## src/rtl/t05_huffman_decoder.sv

```systemverilog
// Huffman bitstream decoder: walks the code tree held in an external node
// memory, one compressed bit per tree level, and emits one character per
// leaf reached until total_chars characters have been produced.
//
// Ports
//   clk, nrst            clock, asynchronous active-low reset
//   en                   clock enable; low freezes all state and outputs
//   start                begin a decode (honoured only when idle)
//   root_idx             tree root index, sampled on start
//   total_chars          number of characters to decode, sampled on start
//   node_addr, node_rd   node memory request, held until node_ack
//   node_ack, node_data  node memory response ([18] leaf flag,
//                        [17:9]/[8:0] left/right child, [7:0] leaf char)
//   bit_in, bit_valid    compressed bit stream
//   bit_ready            decoder takes a bit this cycle
//   char_out, char_valid decoded character stream
//   char_ready           sink takes the character this cycle
//   busy                 high whenever not idle
//   done                 one-cycle completion pulse
//   error                sticky malformed-tree / over-depth flag
module t05_huffman_decoder #(
   parameter int unsigned NODE_AW   = 9,
   parameter int unsigned CHAR_W    = 8,
   parameter int unsigned MAX_DEPTH = 255
) (
   input  logic               clk,
   input  logic               nrst,
   input  logic               en,
   input  logic               start,
   input  logic [NODE_AW-1:0] root_idx,
   input  logic [31:0]        total_chars,
   output logic [NODE_AW-1:0] node_addr,
   output logic               node_rd,
   input  logic               node_ack,
   input  logic [18:0]        node_data,
   input  logic               bit_in,
   input  logic               bit_valid,
   output logic               bit_ready,
   output logic [CHAR_W-1:0]  char_out,
   output logic               char_valid,
   input  logic               char_ready,
   output logic               busy,
   output logic               done,
   output logic               error
);

   localparam int unsigned DEPTH_W = $clog2(MAX_DEPTH + 2);
   localparam int unsigned NODE_W  = 19;
   localparam int unsigned CNT_W   = 32;

   typedef enum logic [2:0] {
      S_IDLE,
      S_FETCH,
      S_DECODE,
      S_WAIT_BIT,
      S_EMIT,
      S_DONE,
      S_ERR
   } state_t;

   state_t             state;
   logic [NODE_AW-1:0] root;
   logic [NODE_AW-1:0] cur;
   logic [CNT_W-1:0]   total;
   logic [CNT_W-1:0]   cnt;
   logic [DEPTH_W-1:0] depth;
   logic [NODE_W-1:0]  node_q;
   logic               root_leaf;

   logic               node_leaf_c;
   logic [NODE_AW-1:0] node_left_c;
   logic [NODE_AW-1:0] node_right_c;
   logic [NODE_AW-1:0] child_c;
   logic [CHAR_W-1:0]  node_char_c;
   logic [DEPTH_W-1:0] depth_inc_c;
   logic [CNT_W-1:0]   cnt_inc_c;

   // Field split of the latched node word and the incremented counters.
   always_comb begin
      node_leaf_c  = node_q[18];
      node_left_c  = NODE_AW'(node_q[17:9]);
      node_right_c = NODE_AW'(node_q[8:0]);
      node_char_c  = CHAR_W'(node_q[7:0]);
      child_c      = bit_in ? node_right_c : node_left_c;
      depth_inc_c  = depth + DEPTH_W'(1);
      cnt_inc_c    = cnt + CNT_W'(1);
   end

   // Decoder FSM; every output is registered and set on entry to the state
   // that owns it, except done/error which are raised by their own state.
   always_ff @(posedge clk or negedge nrst) begin
      if (!nrst) begin
         state      <= S_IDLE;
         root       <= '0;
         cur        <= '0;
         total      <= '0;
         cnt        <= '0;
         depth      <= '0;
         node_q     <= '0;
         root_leaf  <= 1'b0;
         node_addr  <= '0;
         node_rd    <= 1'b0;
         bit_ready  <= 1'b0;
         char_out   <= '0;
         char_valid <= 1'b0;
         busy       <= 1'b0;
         done       <= 1'b0;
         error      <= 1'b0;
      end else if (en) begin
         done <= 1'b0;
         case (state)
            S_IDLE: begin
               if (start) begin
                  root  <= root_idx;
                  total <= total_chars;
                  cnt   <= '0;
                  error <= 1'b0;
                  busy  <= 1'b1;
                  if (total_chars == '0) begin
                     state <= S_DONE;
                  end else begin
                     cur       <= root_idx;
                     depth     <= '0;
                     node_addr <= root_idx;
                     node_rd   <= 1'b1;
                     state     <= S_FETCH;
                  end
               end
            end

            S_FETCH: begin
               if (node_ack) begin
                  node_q  <= node_data;
                  node_rd <= 1'b0;
                  state   <= S_DECODE;
               end
            end

            S_DECODE: begin
               if (node_leaf_c) begin
                  // A leaf at depth 0 is a one-symbol tree: one dummy bit
                  // per character is still sent by the encoder.
                  if (depth == '0) begin
                     root_leaf <= 1'b1;
                     bit_ready <= 1'b1;
                     state     <= S_WAIT_BIT;
                  end else begin
                     root_leaf  <= 1'b0;
                     char_out   <= node_char_c;
                     char_valid <= 1'b1;
                     state      <= S_EMIT;
                  end
               end else if ((node_left_c == cur) || (node_right_c == cur)) begin
                  // Self-referencing node would loop forever.
                  state <= S_ERR;
               end else begin
                  root_leaf <= 1'b0;
                  bit_ready <= 1'b1;
                  state     <= S_WAIT_BIT;
               end
            end

            S_WAIT_BIT: begin
               if (bit_valid) begin
                  bit_ready <= 1'b0;
                  depth     <= depth_inc_c;
                  if (depth_inc_c > DEPTH_W'(MAX_DEPTH)) begin
                     state <= S_ERR;
                  end else if (root_leaf) begin
                     char_out   <= node_char_c;
                     char_valid <= 1'b1;
                     state      <= S_EMIT;
                  end else begin
                     cur       <= child_c;
                     node_addr <= child_c;
                     node_rd   <= 1'b1;
                     state     <= S_FETCH;
                  end
               end
            end

            S_EMIT: begin
               if (char_ready) begin
                  char_valid <= 1'b0;
                  cnt        <= cnt_inc_c;
                  if (cnt_inc_c == total) begin
                     state <= S_DONE;
                  end else begin
                     cur       <= root;
                     depth     <= '0;
                     node_addr <= root;
                     node_rd   <= 1'b1;
                     state     <= S_FETCH;
                  end
               end
            end

            S_DONE: begin
               done  <= 1'b1;
               busy  <= 1'b0;
               state <= S_IDLE;
            end

            S_ERR: begin
               error <= 1'b1;
               busy  <= 1'b0;
               state <= S_IDLE;
            end

            default: begin
               busy  <= 1'b0;
               state <= S_IDLE;
            end
         endcase
      end
   end

endmodule

```

## config.mk

```make
export PLATFORM = sky130hd
export DESIGN_NAME = t05_huffman_decoder
export DESIGN_NICKNAME = d
export VERILOG_FILES = /design/src/rtl/t05_huffman_decoder.sv
export SDC_FILE = /design/constraint.sdc
export NUM_CORES = 1
export LEC_CHECK = 0
export CELL_PAD_IN_SITES_DETAIL_PLACEMENT = 0
export CELL_PAD_IN_SITES_GLOBAL_PLACEMENT = 1
export CORE_ASPECT_RATIO = 1.2
export CORE_MARGIN = 1
export CORE_UTILIZATION = 49
export CTS_BUF_LIST = sky130_fd_sc_hd__clkbuf_8
export CTS_CLUSTER_SIZE = 20
export DETAILED_ROUTE_END_ITERATION = 6
export PLACE_DENSITY_LB_ADDON = 0.1
export SYNTH_ARGS = -nofsm -noshare
export SYNTH_HDL_FRONTEND = slang
export SYNTH_SLANG_ARGS = --single-unit
```

## constraint.sdc

```tcl
create_clock -name clk -period 6.45 [get_ports clk]
set_input_delay 1.29 -clock clk [delete_from_list [all_inputs] [get_ports clk]]
set_output_delay 1.29 -clock clk [all_outputs]
set_load 0.02 [all_outputs]
```

### Yosys cells after proc, flatten, opt, wreduce, memory -nomap -nowiden

Cells that the tools add are included.

* input port bits: 68
* output and inout port bits: 23
* register bits after elaboration: 128
* bits in read-only memories: 0
* word-level logic and storage cells: 131
* latch bits: 0
* RAM bits: 0
* memories: 0

* reduce and logical (&&, ||, !) cells: 24
* order comparisons: 1
* equality and inequality tests: 23
* mux-type cells: 65
* $add $sub $neg: 2
* bitwise operators: 1
* divide/modulo/power cells: 0
* $mul: 0
* shifts and indexed selects: 0

Operators with widths (count)
* $mux W9: 13
* $mux W32: 2
* $pmux W32 S2: 1
* $pmux W9 S3: 2
* $mux W8: 5
* $mux W3: 11
* $add A32 B1 Y32 const B: 1
* $eq A32 B32 Y1: 1
* $logic_not A32 Y1: 1
* $mux W1: 24
* $ne A2 B2 Y1 const B: 12
* $eq A9 B9 Y1: 2
* $pmux W8 S2: 1
* $pmux W3 S5: 1
* $reduce_and A3 Y1: 5
* $reduce_and A7 Y1: 2
* $reduce_and A10 Y1: 1
* $reduce_and A5 Y1: 2
* $add A9 B1 Y9 const B: 1
* $eq A3 B3 Y1 const B: 3
* $gt A9 B8 Y1 const B: 1
* $logic_not A9 Y1: 1
* $reduce_and A9 Y1: 1
* $reduce_and A8 Y1: 1
* other kinds (14): 21

### Longest topological paths before layout

Gate-level depths: netlist of run 1.

* word-level depth: 5
* depth in mapped cells: 13
* depth with buffers taken out: 10

### Worst setup path before layout of run 1

No wires, ideal clock.

* path type: input port to flip-flop
* start point: in start
* end point: reg cur[0]
* buffers on the path: 1
* arrival time: 3.105 ns
* stages: 9
* setup slack: 3.220 ns
* setup time: 0.125 ns
* data required time: 6.325 ns
* cells stage by stage: nor2b_1 o31a_1 o21ai_0 or2_2 a21oi_1 nand2_1 a21o_1 buf_6 mux2_4

* word-level cells in the longest chain between the ends: 2

Ends and longest elaborated chain
* start: declaration: line 29 `input logic start,`
* $ne A2 B2 Y1 (no line)
* $reduce_and A9 Y1 (no line)
* end signal: assignment: line 122 `cur <= root_idx;`
* end signal: assignment: line 174 `cur <= child_c;`
* end signal: assignment: line 189 `cur <= root;`
* end: declaration: line 63 `logic [NODE_AW-1:0] cur;`

Every way passes these cells.
A chain may end at the register's enable or synchronous reset.

### Final worst setup path of run 1

* start point: reg cnt[11]
* end point: reg cur[2]

* word-level cells in the longest chain between the ends: 4

Ends and longest elaborated chain
* start: declaration: line 65 `logic [CNT_W-1:0] cnt;`
* start signal: assignment: line 185 `cnt <= cnt_inc_c;`
* $add A32 B1 Y32: line 86 `cnt_inc_c = cnt + CNT_W'(1);`
* $eq A32 B32 Y1: line 186 `if (cnt_inc_c == total) begin`
* $ne A2 B2 Y1 (no line)
* $reduce_and A9 Y1 (no line)

Every way passes these cells.

==> results.md, run 1 <==
Status:
- The run finished with clean final reports.

Power and ir drop:
- IR analysis of the VDD net gives a maximum drop of 0.236 mV.
- Of the total power, the clock network draws 0.205.
- The combinational power share is 0.393.
- The analysis attributes to cell leakage a power of 0.00359 uW.
- Dividing total power by cell area gives a power density of 400 nW/um^2.
- In this run the power spent charging and discharging nets is 1440 uW.
- Of the total power, registers draw 0.402.
- The switching fraction of total power is 0.394.
- The internal power of the cells totals 2210 uW.

Drt:
- The count of vias placed by the detailed router is 6,466.
- The first TritonRoute pass finished after 5 iterations.
- The antenna violation net count after detailed routing is 0.
- The initial detailed-routing violation count is 389.
- For this run, design rule violations remaining after detail routing come to 0.
- The detailed-route wire length per cell is 19.3 um.
- The ratio of routed vias to standard cells is 5.94.
- The final layout contains routed wiring with a total length of 21,000 um.

Timing:
- The worst slew slack as a fraction of its limit is 0.235.
- Setup violations remaining at the end of the flow were counted as 0.
- The aggregate negative setup slack is 0 ns.
- The total count of hold-check failures in the final report is 0.
- The transition time at the pin with the least slew margin is 1.15 ns.
- The post-route worst setup slack is 2.39 ns.
- The minimum clock period is 4.06 ns.
- Setup repair after global routing left no endpoint under its margin.
- For this run, the top clock speed supported by timing is 246 MHz.
- Across the routed clock network, the largest skew measured is 0.0136 ns.
- The final max-slew violation count is 0.
- The share of the clock period used by the worst path is 0.630.

Setup path:
- The capturing element type of the critical path is a flip-flop.
- The worst setup path is launched from a flip-flop.
- The classification of the worst setup path is flip-flop to flip-flop.
- The data arrival time at the worst-slack endpoint is 4.40 ns.
- Among all stages on the critical path, the largest delay is contributed by sky130_fd_sc_hd__nor4_1.
- The worst path required time is 6.79 ns.
- The signal on the critical path passes through nand3_4 > nor4_1 > a21boi_1 > or2_2 > a2111oi_0 > and4_1 > a21o_1 > mux2_4.
- The sum of buffers and inverters on the critical path is 0.
- Grouping stages by cell kind, the critical path spends the most delay in simple AND/OR/NAND/NOR gates.
- Along the worst path, the maximum fanout reaches 11.
- The largest incremental delay on the critical path is 0.96 ns.

Cells and area:
- For this run, the number of standard cells in the final layout without fillers is 1,089.
- The area growth from synthesis to final layout is 16.9%.
- The layout net count is 940.
- The filler cells instantiated in the layout total 1,368.
- The antenna cell count is 0.
- In the final layout, the share of cells above drive strength 1 is 0.149.

Clock tree:
- Once the clock tree was built, the setup fixing pass inserted 0 buffers.
- The number of gates resized after CTS was 0.
- Buffers inserted during clock tree synthesis total 17.
- The total number of H-tree levels is 4.
- The root buffer cell is sky130_fd_sc_hd__clkbuf_8.
- Clock-pin slew was measured on the worst setup and hold paths at 0.08 ns.
- The number of clock sinks is 128.
- The worst-skew pair later-pin latency is 0.46 ns.
- The maximum buffer depth of the clock tree is 2.
- For this design, the CTS-stage hold fixing added 0 buffers.
- The TritonCTS clock tree is built.

Global route:
- The via count of the first global-routing pass is 6,572.
- The met1 demand-to-capacity share in global routing is 0.334.
- The global router's overall resource usage is 0.273.
- The wire length of the first global-routing pass is 33,900 um.
- For this run, global-route usage on met2 was measured as 0.459.
- The initial antenna violation count was 0.
- For met3 alone, demand over resource in global routing was 0.0550.
- Entering global routing, the biggest net connects 67 pins.
- In this run the most used layer during global routing was met2.
- The leftover overflow at the end of global routing is 0.

Synthesis:
- After technology mapping, the gate count stands at 816.
- Counting every net in the synthesized netlist gives 888.
- Yosys mapped a number of flops with a built-in enable equal to 0.
- The commonest cells after synthesis are 128 x sky130_fd_sc_hd__dfrtp_1, 75 x sky130_fd_sc_hd__nand2_1, 71 x sky130_fd_sc_hd__mux2_2, 52 x sky130_fd_sc_hd__o21ai_0, 43 x sky130_fd_sc_hd__a21oi_1.
- The Yosys warning count is 0.
- The top-area cell type share of the netlist area is 0.411.
- The sequential element share of the synthesized area is 0.411.
- The most used flip-flop cell after synthesis is sky130_fd_sc_hd__dfrtp_1.
- The biggest area consumer among synthesized cells is sky130_fd_sc_hd__dfrtp_1.
- The area of the mapped netlist is 7800 sq um.
- In this run, synthesis produced a sequential element count of 128.
- The library cell with the highest instance count after synthesis is sky130_fd_sc_hd__dfrtp_1.
- The synthesized area divided by synthesized cell count is 9.56 sq um.
- Synthesis instantiated 64 different standard cells from the library.
- Of all flip-flops after synthesis, the portion carrying an async set or reset was 1.00.
- After synthesis, the cell types taking the most area are sky130_fd_sc_hd__dfrtp_1 41%, sky130_fd_sc_hd__mux2_2 10%, sky130_fd_sc_hd__nand2_1 3.6%, sky130_fd_sc_hd__xor2_1 3.5%, sky130_fd_sc_hd__o21ai_0 3.3%.

Die:
- The core region is 15,600 sq um.
- The number of placed I/O pins is 91.
- In this run the horizontal extent of the chip is 117 um.
- For this configuration, the core starts out at a cell density of 0.501.
- The die covers 16,400 sq um.
- The floorplan has 50 rows.
- Measured along the y axis, the die boundary spans 140 um.

Flow run:
- The max-capacitance violation count is 0.

Place:
- In this run, placement finished with an instance count of 1,057.
- The global placement routability congestion is 0.875.
- The detailed placement HPWL is 15,200 um.
- At the placement stage, the worst setup path has a slack of 2.04 ns.
- The quantity of I/O buffers inserted on ports is 90.

Worst hold path:
- The worst hold-check path type is flip-flop to flip-flop.
==> per-stage QoR <==
stage                     utilization  power, uW  area, sq um  hold WS [ns]
after detailed placement        0.558       2910         8700         0.500
after floorplan                     -       2400         7800         0.480
after global routing            0.585       3870         9110         0.530
after global placement          0.558       2860         8700         0.489
final                           0.585       3640         9110         0.516
after CTS                       0.585       3670         9110         0.520
==> layout by cell type, fill, tap and decap left out, types with 11 or more instances in the layout <==
cell type                         count
sky130_fd_sc_hd__mux2i_1             13
sky130_fd_sc_hd__nor3_1              28
sky130_fd_sc_hd__nand2_1             75
sky130_fd_sc_hd__a31oi_1             11
sky130_fd_sc_hd__o22ai_1             12
sky130_fd_sc_hd__xor2_1              31
sky130_fd_sc_hd__nor4_1              22
sky130_fd_sc_hd__mux2_2              71
sky130_fd_sc_hd__a21oi_1             43
sky130_fd_sc_hd__o21ai_0             52
sky130_fd_sc_hd__a22o_1              16
sky130_fd_sc_hd__xnor2_1             28
sky130_fd_sc_hd__clkbuf_8            17
sky130_fd_sc_hd__nand3_1             39
sky130_fd_sc_hd__nor2_1              37
sky130_fd_sc_hd__dfrtp_1            128
sky130_fd_sc_hd__clkdlybuf4s50_1     89
sky130_fd_sc_hd__nand4_1             20
==> area by class of cell <==
class                      count  area (sq um)  area share
multi-input combinational    616          4260       0.467
sequential                   128          3200       0.351
timing repair buffer          96           943       0.104
tap                          208           260      0.0286
clock buffer                  17           234      0.0257
clock inverter                15           185      0.0203
inverter                       9          33.8     0.00371
==> routing by layer <==
layer / vias to the layer above / part of all wire
met5: - / 0
met4: 0 / 0.033
met3: 47 / 0.044
met2: 193 / 0.50
met1: 3135 / 0.42
li1: 3091 / -
==> sequential cells by signal (all words and copies together) (netlist names) <==
register,count
bit_ready,1
cnt,32
state,3
root_leaf,1
char_valid,1
node_rd,1
cur,9
done,1
busy,1
char_out,8
depth,9
node_q,19
error,1
total,32
root,9
==> worst reg2reg max path, cell delays in order (launching register included) <==
cell                        delay [ns]
sky130_fd_sc_hd__dfrtp_1          0.60
sky130_fd_sc_hd__nand3_4          0.17
sky130_fd_sc_hd__nor4_1           0.96
sky130_fd_sc_hd__a21boi_1         0.16
sky130_fd_sc_hd__or2_2            0.32
sky130_fd_sc_hd__a2111oi_0        0.38
sky130_fd_sc_hd__and4_1           0.47
sky130_fd_sc_hd__a21o_1           0.53
sky130_fd_sc_hd__mux2_4           0.35
==> cell families after synthesis <==
logic type | after synthesis | share of synthesized area
muxes | 93 | 0.137
and+or+nand+nor | 282 | 0.194
DFF | 128 | 0.411
adders and majority gates | 4 | 0.00642
xor gates and xnor gates | 59 | 0.0663
AOI/OAI and AO/OA | 178 | 0.142
buffers and inverters | 72 | 0.0443
==> worst paths after layout <==
check / start / end / slack (ns) / cells past startpoint
hold reg to reg: char_out[3]$_DFFE_PN0P_ / char_out[3]$_DFFE_PN0P_ / 0.52 / 1
min in group asynchronous: nrst / cnt[4]$_DFFE_PN0P_ / 0.93 / 1
setup reg to reg: cnt[11]$_DFFE_PN0P_ / cur[2]$_DFFE_PN0P_ / 2.39 / 8
setup / recovery: cnt[11]$_DFFE_PN0P_ / cur[2]$_DFFE_PN0P_ / 2.39 / 8
max in group asynchronous: nrst / state[0]$_DFFE_PN0P_ / 4.20 / 2
hold / removal: char_out[3]$_DFFE_PN0P_ / char_out[3]$_DFFE_PN0P_ / 0.52 / 1
==> power groups by stage <==
stage	Clock [uW]	Combinational, uW	Sequential (uW)
finish	747	1430	1460
global placement	0	1400	1460
CTS	764	1440	1460
detailed placement	0	1440	1470
global route	799	1560	1510
floorplan	0	1020	1380
Note: power is estimated with default switching activity, not from simulation.
==> run 2, diff against run 1 <==
Settings changed: CORE_UTILIZATION 49 to 45.
Clock period 6.45 ns to 3.8 ns, I/O delays scaled along.
==> run 2 against run 1 <==
Combinational power is 80% higher. Sequential power is 66% higher. Cell count is 2.9% higher. First-iteration DRC count is 1.3% lower.
==> results.md, run 2 (synthesized netlist as in run 1, its figures left out) <==
Clock tree:
- The total CTS buffers is 17.
- TritonCTS built the clock tree.
- The post-cts repair resize count is 0.
- The later pin in the worst-skew pair is clocked with a latency of 0.47 ns.
- For this design, the sink count on the clock tree is 128.
- The maximum buffer depth of the clock tree is 2.
- The post-CTS setup-driven buffer insertion count is 0.
- The H-tree was split into 4 levels.
- Buffers inserted to repair hold after CTS numbered 0.
- Clock-pin slew was measured on the worst setup and hold paths at 0.09 ns.
- The root buffer cell is sky130_fd_sc_hd__clkbuf_8.

Power and ir drop:
- The overall power is 6410 uW.
- In this run the static leakage power is 0.00374 uW.
- Dividing total power by cell area gives a power density of 682 nW/um^2.
- The maximum vdd drop is 0.383 mV.

Place:
- The pre-CTS setup slack is 0.235 ns.
- Detailed placement ended at an HPWL of 15,500 um.
- Buffers placed on the I/O ports in this run total 90.
- Routability-driven placement finished with a final weighted congestion of 0.913.

Cells and area:
- In the final layout, the registers with the most flip-flops are cnt (32), total (32), node_q (19).
- The area growth from synthesis to final layout is 20.5%.
- In the final design database the tool counted 964 nets.
- Leaving out fill and tap cells, the most frequent cell in the layout is sky130_fd_sc_hd__dfrtp_1.
- Fill cells in the final layout number 1,533.
- The share of final-layout standard cells stronger than drive strength 1 is 0.172.
- In the layout the commonest cells are 128 x sky130_fd_sc_hd__dfrtp_1, 89 x sky130_fd_sc_hd__clkdlybuf4s50_1, 75 x sky130_fd_sc_hd__nand2_1.
- The repair_antennas step left the layout with diodes totalling 0.

Setup path:
- The cell family with the largest share of critical-path delay is simple AND/OR/NAND/NOR gates.
- The classification of the worst setup path is flip-flop to flip-flop.
- The worst-path maximum fanout is 11.
- The worst setup path is captured at a flip-flop.
- Traced cell by cell, the critical path runs through nand3_4 > or4_1 > or4_1 > a211oi_1 > and4_1 > and4_1 > a21o_1 > buf_12 > mux2_4.
- The largest incremental delay on the critical path is 0.68 ns.
- The worst path required time is 4.14 ns.
- Together, buffers and inverters on the worst path number 1.
- The startpoint type of the worst setup path is a flip-flop.
- The data arrival time at the worst-slack endpoint is 3.76 ns.
- The cell with the largest stage delay on the worst path is sky130_fd_sc_hd__or4_1.

Drt:
- The antenna violation net count after detailed routing is 0.
- In the routed layout, each cell is associated on average with a via count of 5.84.
- The number of detailed-routing iterations run before antenna repair is 5.
- Summed over all layers, the routed wires come to 21,200 um.
- In the routed design, unresolved DRC markers number 0.
- Across all layers, the routed design uses 6,548 vias.
- The initial detailed-routing violation count is 384.
- The detailed-route wire length per cell is 18.9 um.

Timing:
- The final max-slew violation count was 0.
- For the pin with the worst max-slew slack, the measured transition is 0.707 ns.
- The top achievable clock speed is 293 MHz.
- In the final timing run, aggregate negative setup slack is 0 ns.
- The post-route worst setup slack is 0.384 ns.
- The smallest clock period supported by the final layout is computed as 3.42 ns.
- Setup repair after global routing left no endpoint under its margin.
- Setup violations remaining at the end of the flow were counted as 0.
- The worst slew slack as a fraction of its limit is 0.525.
- For the final database, setup skew stands at 0.0165 ns.
- In the finished design, the share of the clock period the worst path needs comes to 0.899.
- The total count of hold-check failures in the final report was 0.

Die:
- 91 I/O pins were placed.
- The die covers 17,900 sq um.
- The die is 146 um tall.
- The starting density of the core is 0.461.
- The total area inside the core boundary comes to 16,900 sq um.
- The die outline width is 122 um.
- Row generation in the floorplan step produced 52 rows.

Global route:
- Summed over all layers, the global routing overflow is 0.
- The wire length of the first global-routing pass is 34,500 um.
- The initial antenna violation count is 0.
- The via count of the first global-routing pass is 6,621.
- Across every metal layer, demand over resource in global routing totals 0.251.
- The pin count of the biggest net entering global routing is 109.

Status:
- The flow ran to the end, and the final reports show no timing, DRC or antenna violations.

Flow run:
- Across the run, the number of max-cap violations was 0.

Worst hold path:
- The worst hold-check path type is primary input to asynchronous set/reset pin.
[run 2: area by class of cell]
class	count	area, sq um	area share
repair buffers	120	1160	0.124
flip-flops and latches	128	3200	0.341
clock buffers	18	248	0.0264
clock inverters	14	228	0.0242
inverters	9	33.8	0.00359
multi-input cells	616	4260	0.453
well taps	216	270	0.0288
[run 2: final timing paths]
path	from	end	slack (ns)	depth (start not counted)
worst max-delay path	cnt[11]$_DFFE_PN0P_	cur[7]$_DFFE_PN0P_	0.38	9
worst min-delay path	nrst	cnt[6]$_DFFE_PN0P_	0.16	1
worst max register to register	cnt[11]$_DFFE_PN0P_	cur[7]$_DFFE_PN0P_	0.38	9
worst min register to register	char_out[6]$_DFFE_PN0P_	char_out[6]$_DFFE_PN0P_	0.51	1
max in group asynchronous	nrst	total[22]$_DFFE_PN0P_	2.74	2
min in group clk	char_out[6]$_DFFE_PN0P_	char_out[6]$_DFFE_PN0P_	0.51	1
[run 2: layer usage]
layer  vias up  GRT usage  wire length, um
li1       3156          -                -
met1      3211      0.300             8910
met2       140      0.431            10700
met3        41     0.0578              967
met4         0     0.0957              556
met5         -          0                0
[run 2: metrics by stage]
stage / cells / hold slack [ns] / cell area (sq um) / utilization
after global routing: 1121 / 0.161 / 9400 / 0.556
final: 1121 / 0.164 / 9400 / 0.556
after floorplan: 816 / 0.464 / 7800 / -
after global placement: 1089 / 0.487 / 8920 / 0.528
after detailed placement: 1089 / 0.495 / 8920 / 0.528
after CTS: 1121 / 0.158 / 9400 / 0.556
[run 2: where the power goes]
part / total (uW) / internal, uW / leakage [uW] / switching [uW]
clock: 1430 / 810 / 0.000228 / 621
combinational: 2570 / 1320 / 0.00192 / 1250
sequential: 2420 / 1860 / 0.00160 / 557
==> run 3, diff against run 2 <==
Settings changed: RECOVER_POWER from default to 50.
==> run 3 against run 2 <==
The run now ends with max-slew violations left. Critical path depth stayed put. First-iteration DRC count down 3.9%. Sequential cell count unchanged. Clock power is essentially flat. Critical path type unchanged. Largest power group unchanged. Highest routed layer unchanged.
==> results.md, run 3 (synthesized netlist as in run 1, its figures left out) <==
Die:
- The core outline area is 16,900 sq um.
- The die outline width is 122 um.
- The starting density of the core is 0.461.
- The number of cell rows is 52.
- Pin placement for this block handled 91 I/O pins.
- The die area is 17,900 sq um.
- The chip height is 146 um.

Cells and area:
- The largest registers in the layout are cnt (32), total (32), node_q (19).
- The area growth from synthesis to layout is 20.2%.
- Of the cells placed in the final design, the portion with a size suffix greater than 1 is 0.169.
- 0 antenna diodes ended up in the layout.
- After routing the design area is 9370 sq um.
- The most common cell after layout, fill and taps aside is sky130_fd_sc_hd__dfrtp_1.
- The layout net count is 964.
- The top cell types in the final layout, fill and taps aside, are 128 x sky130_fd_sc_hd__dfrtp_1, 88 x sky130_fd_sc_hd__clkdlybuf4s50_1, 75 x sky130_fd_sc_hd__nand2_1.
- Once layout is complete, the utilization of the core stands at 0.554.

Timing:
- The smallest clock period supported by the final layout is computed as 3.41 ns.
- The total count of hold-check failures in the final report is 0.
- The top achievable clock speed is 293 MHz.
- Of the available clock period, the critical path in the final layout requires 0.898.
- The worst-case hold slack is 0.479 ns.
- The final max-slew violation count is 108.
- The post-route worst setup slack is 0.386 ns.
- Setup violations remaining at the end of the flow were counted as 0.
- Measured against its own limit, the worst slew margin works out to -0.0197.
- At the pin with the least slew margin, the transition time is 1.53 ns.
- Setup repair after global routing left no endpoint under its margin.
- The setup skew after layout is 0.0172 ns.
- For the final routed database, the setup TNS stands at 0 ns.

Drt:
- The total detailed-routing wirelength is 21,200 um.
- For this run, the detailed router's first-pass iteration total came to 5.
- The initial detailed-routing violation count is 369.
- Using the TritonRoute via totals, the vias-per-cell ratio works out to 5.83.
- In this run the remaining antenna-violating nets after routing total 0.
- The number of remaining DRC errors is 0.
- In the final routed layout, each cell accounts on average for 18.9 um.
- The count of vias placed by the detailed router is 6,539.

Global route:
- The global router's overall resource usage is 0.251.
- The initial antenna violation count is 0.
- Entering global routing, the biggest net connects 109 pins.
- The via count of the first global-routing pass is 6,621.
- The first global-routing pass estimated 34,500 um of wire.
- The leftover overflow at the end of global routing is 0.

Power and ir drop:
- The power density over cell area is 684 nW/um^2.
- Summed over all cells, the static leakage comes to 0.00373 uW.
- IR analysis of the VDD net gives a maximum drop of 0.383 mV.

Flow run:
- Across the run, the number of max-cap violations was 0.

Setup path:
- The worst path required time is 4.14 ns.
- The worst-path maximum fanout is 11.
- The data arrival time at the worst-slack endpoint is 3.76 ns.
- STA classifies the critical path endpoint as a flip-flop.
- The critical path is of the flip-flop to flip-flop type.
- STA classifies the critical path startpoint as a flip-flop.

Place:
- Port buffering added 90 buffers.
- Prior to clock tree synthesis, the placed netlist has a worst setup slack of 0.235 ns.
- The detailed placement HPWL is 15,500 um.
- The global placement routability congestion is 0.913.
- The total placed instance area is 8920 sq um.

Clock tree:
- The post-cts repair resize count is 0.
- After clock tree synthesis, the setup repair step added 0 buffers.
- In this run the deepest clock path goes through 2 buffers.
- The TritonCTS clock tree is built.
- Buffers inserted to repair hold after CTS numbered 0.
- The total CTS buffers is 17.
- Counting every sink on the clock net gives 128.
- Clock-pin slew was measured on the worst setup and hold paths at 0.09 ns.
- The clock reaches the later pin of the worst-skew pair after 0.47 ns.
- The root buffer cell is sky130_fd_sc_hd__clkbuf_8.
- The total number of H-tree levels is 4.

Status:
- The checks that failed: max-slew violations.
- The flow ran to the end, but the final reports show violations.

Worst hold path:
- The tightest min-delay check is of the primary input to asynchronous set/reset pin type.
==> run 3: power by group <==
| part | total [uW] | internal, uW | switching (uW) |
|---|---|---|---|
| sequential | 2420 | 1860 | 558 |
| combinational | 2560 | 1310 | 1250 |
| clock | 1430 | 810 | 618 |
| total | 6410 | 3980 | 2430 |
==> run 3: final cells by class <==
class / count / area (sq um)
inverters: 9 / 33.8
clock inverters: 14 / 228
multi-input cells: 616 / 4250
fillers: 1539 / 7540
repair buffers: 120 / 1140
flip-flops and latches: 128 / 3200
well taps: 216 / 270
clock buffers: 18 / 248
==> run 3: per-stage QoR <==
| step | instances | power, uW |
|---|---|---|
| floorplan | 816 | 4080 |
| global placement | 1089 | 4950 |
| detailed placement | 1089 | 5010 |
| CTS | 1121 | 6470 |
| global route | 1121 | 6830 |
| finish | 1121 | 6410 |
==> run 3: path summary, 6_finish.rpt <==
path | depth (start not counted) | startpoint | slack [ns] | endpoint
setup / recovery | 9 | cnt[11]$_DFFE_PN0P_ | 0.39 | cur[7]$_DFFE_PN0P_
hold reg to reg | 1 | char_out[6]$_DFFE_PN0P_ | 0.51 | char_out[6]$_DFFE_PN0P_
setup reg to reg | 9 | cnt[11]$_DFFE_PN0P_ | 0.39 | cur[7]$_DFFE_PN0P_
hold / removal | 1 | nrst | 0.48 | cnt[6]$_DFFE_PN0P_
min in group clk | 1 | char_out[6]$_DFFE_PN0P_ | 0.51 | char_out[6]$_DFFE_PN0P_
max in group asynchronous | 2 | nrst | 1.10 | depth[1]$_DFFE_PN0P_
==> run 3: worst max-delay path: stages, from the launching register on <==
cell	delay (ns)
sky130_fd_sc_hd__dfrtp_1	0.60
sky130_fd_sc_hd__nand3_4	0.16
sky130_fd_sc_hd__or4_1	0.67
sky130_fd_sc_hd__or4_1	0.56
sky130_fd_sc_hd__a211oi_1	0.24
sky130_fd_sc_hd__and4_1	0.20
sky130_fd_sc_hd__and4_1	0.24
sky130_fd_sc_hd__a21o_1	0.18
sky130_fd_sc_hd__buf_12	0.15
sky130_fd_sc_hd__mux2_4	0.30
==> run 3: metal layers <==
metal / vias up / track usage / wire length, um
met5: - / 0 / 0
met4: 0 / 0.0957 / 538
met3: 40 / 0.0578 / 879
met2: 130 / 0.431 / 10900
met1: 3216 / 0.300 / 8860
li1: 3153 / - / -
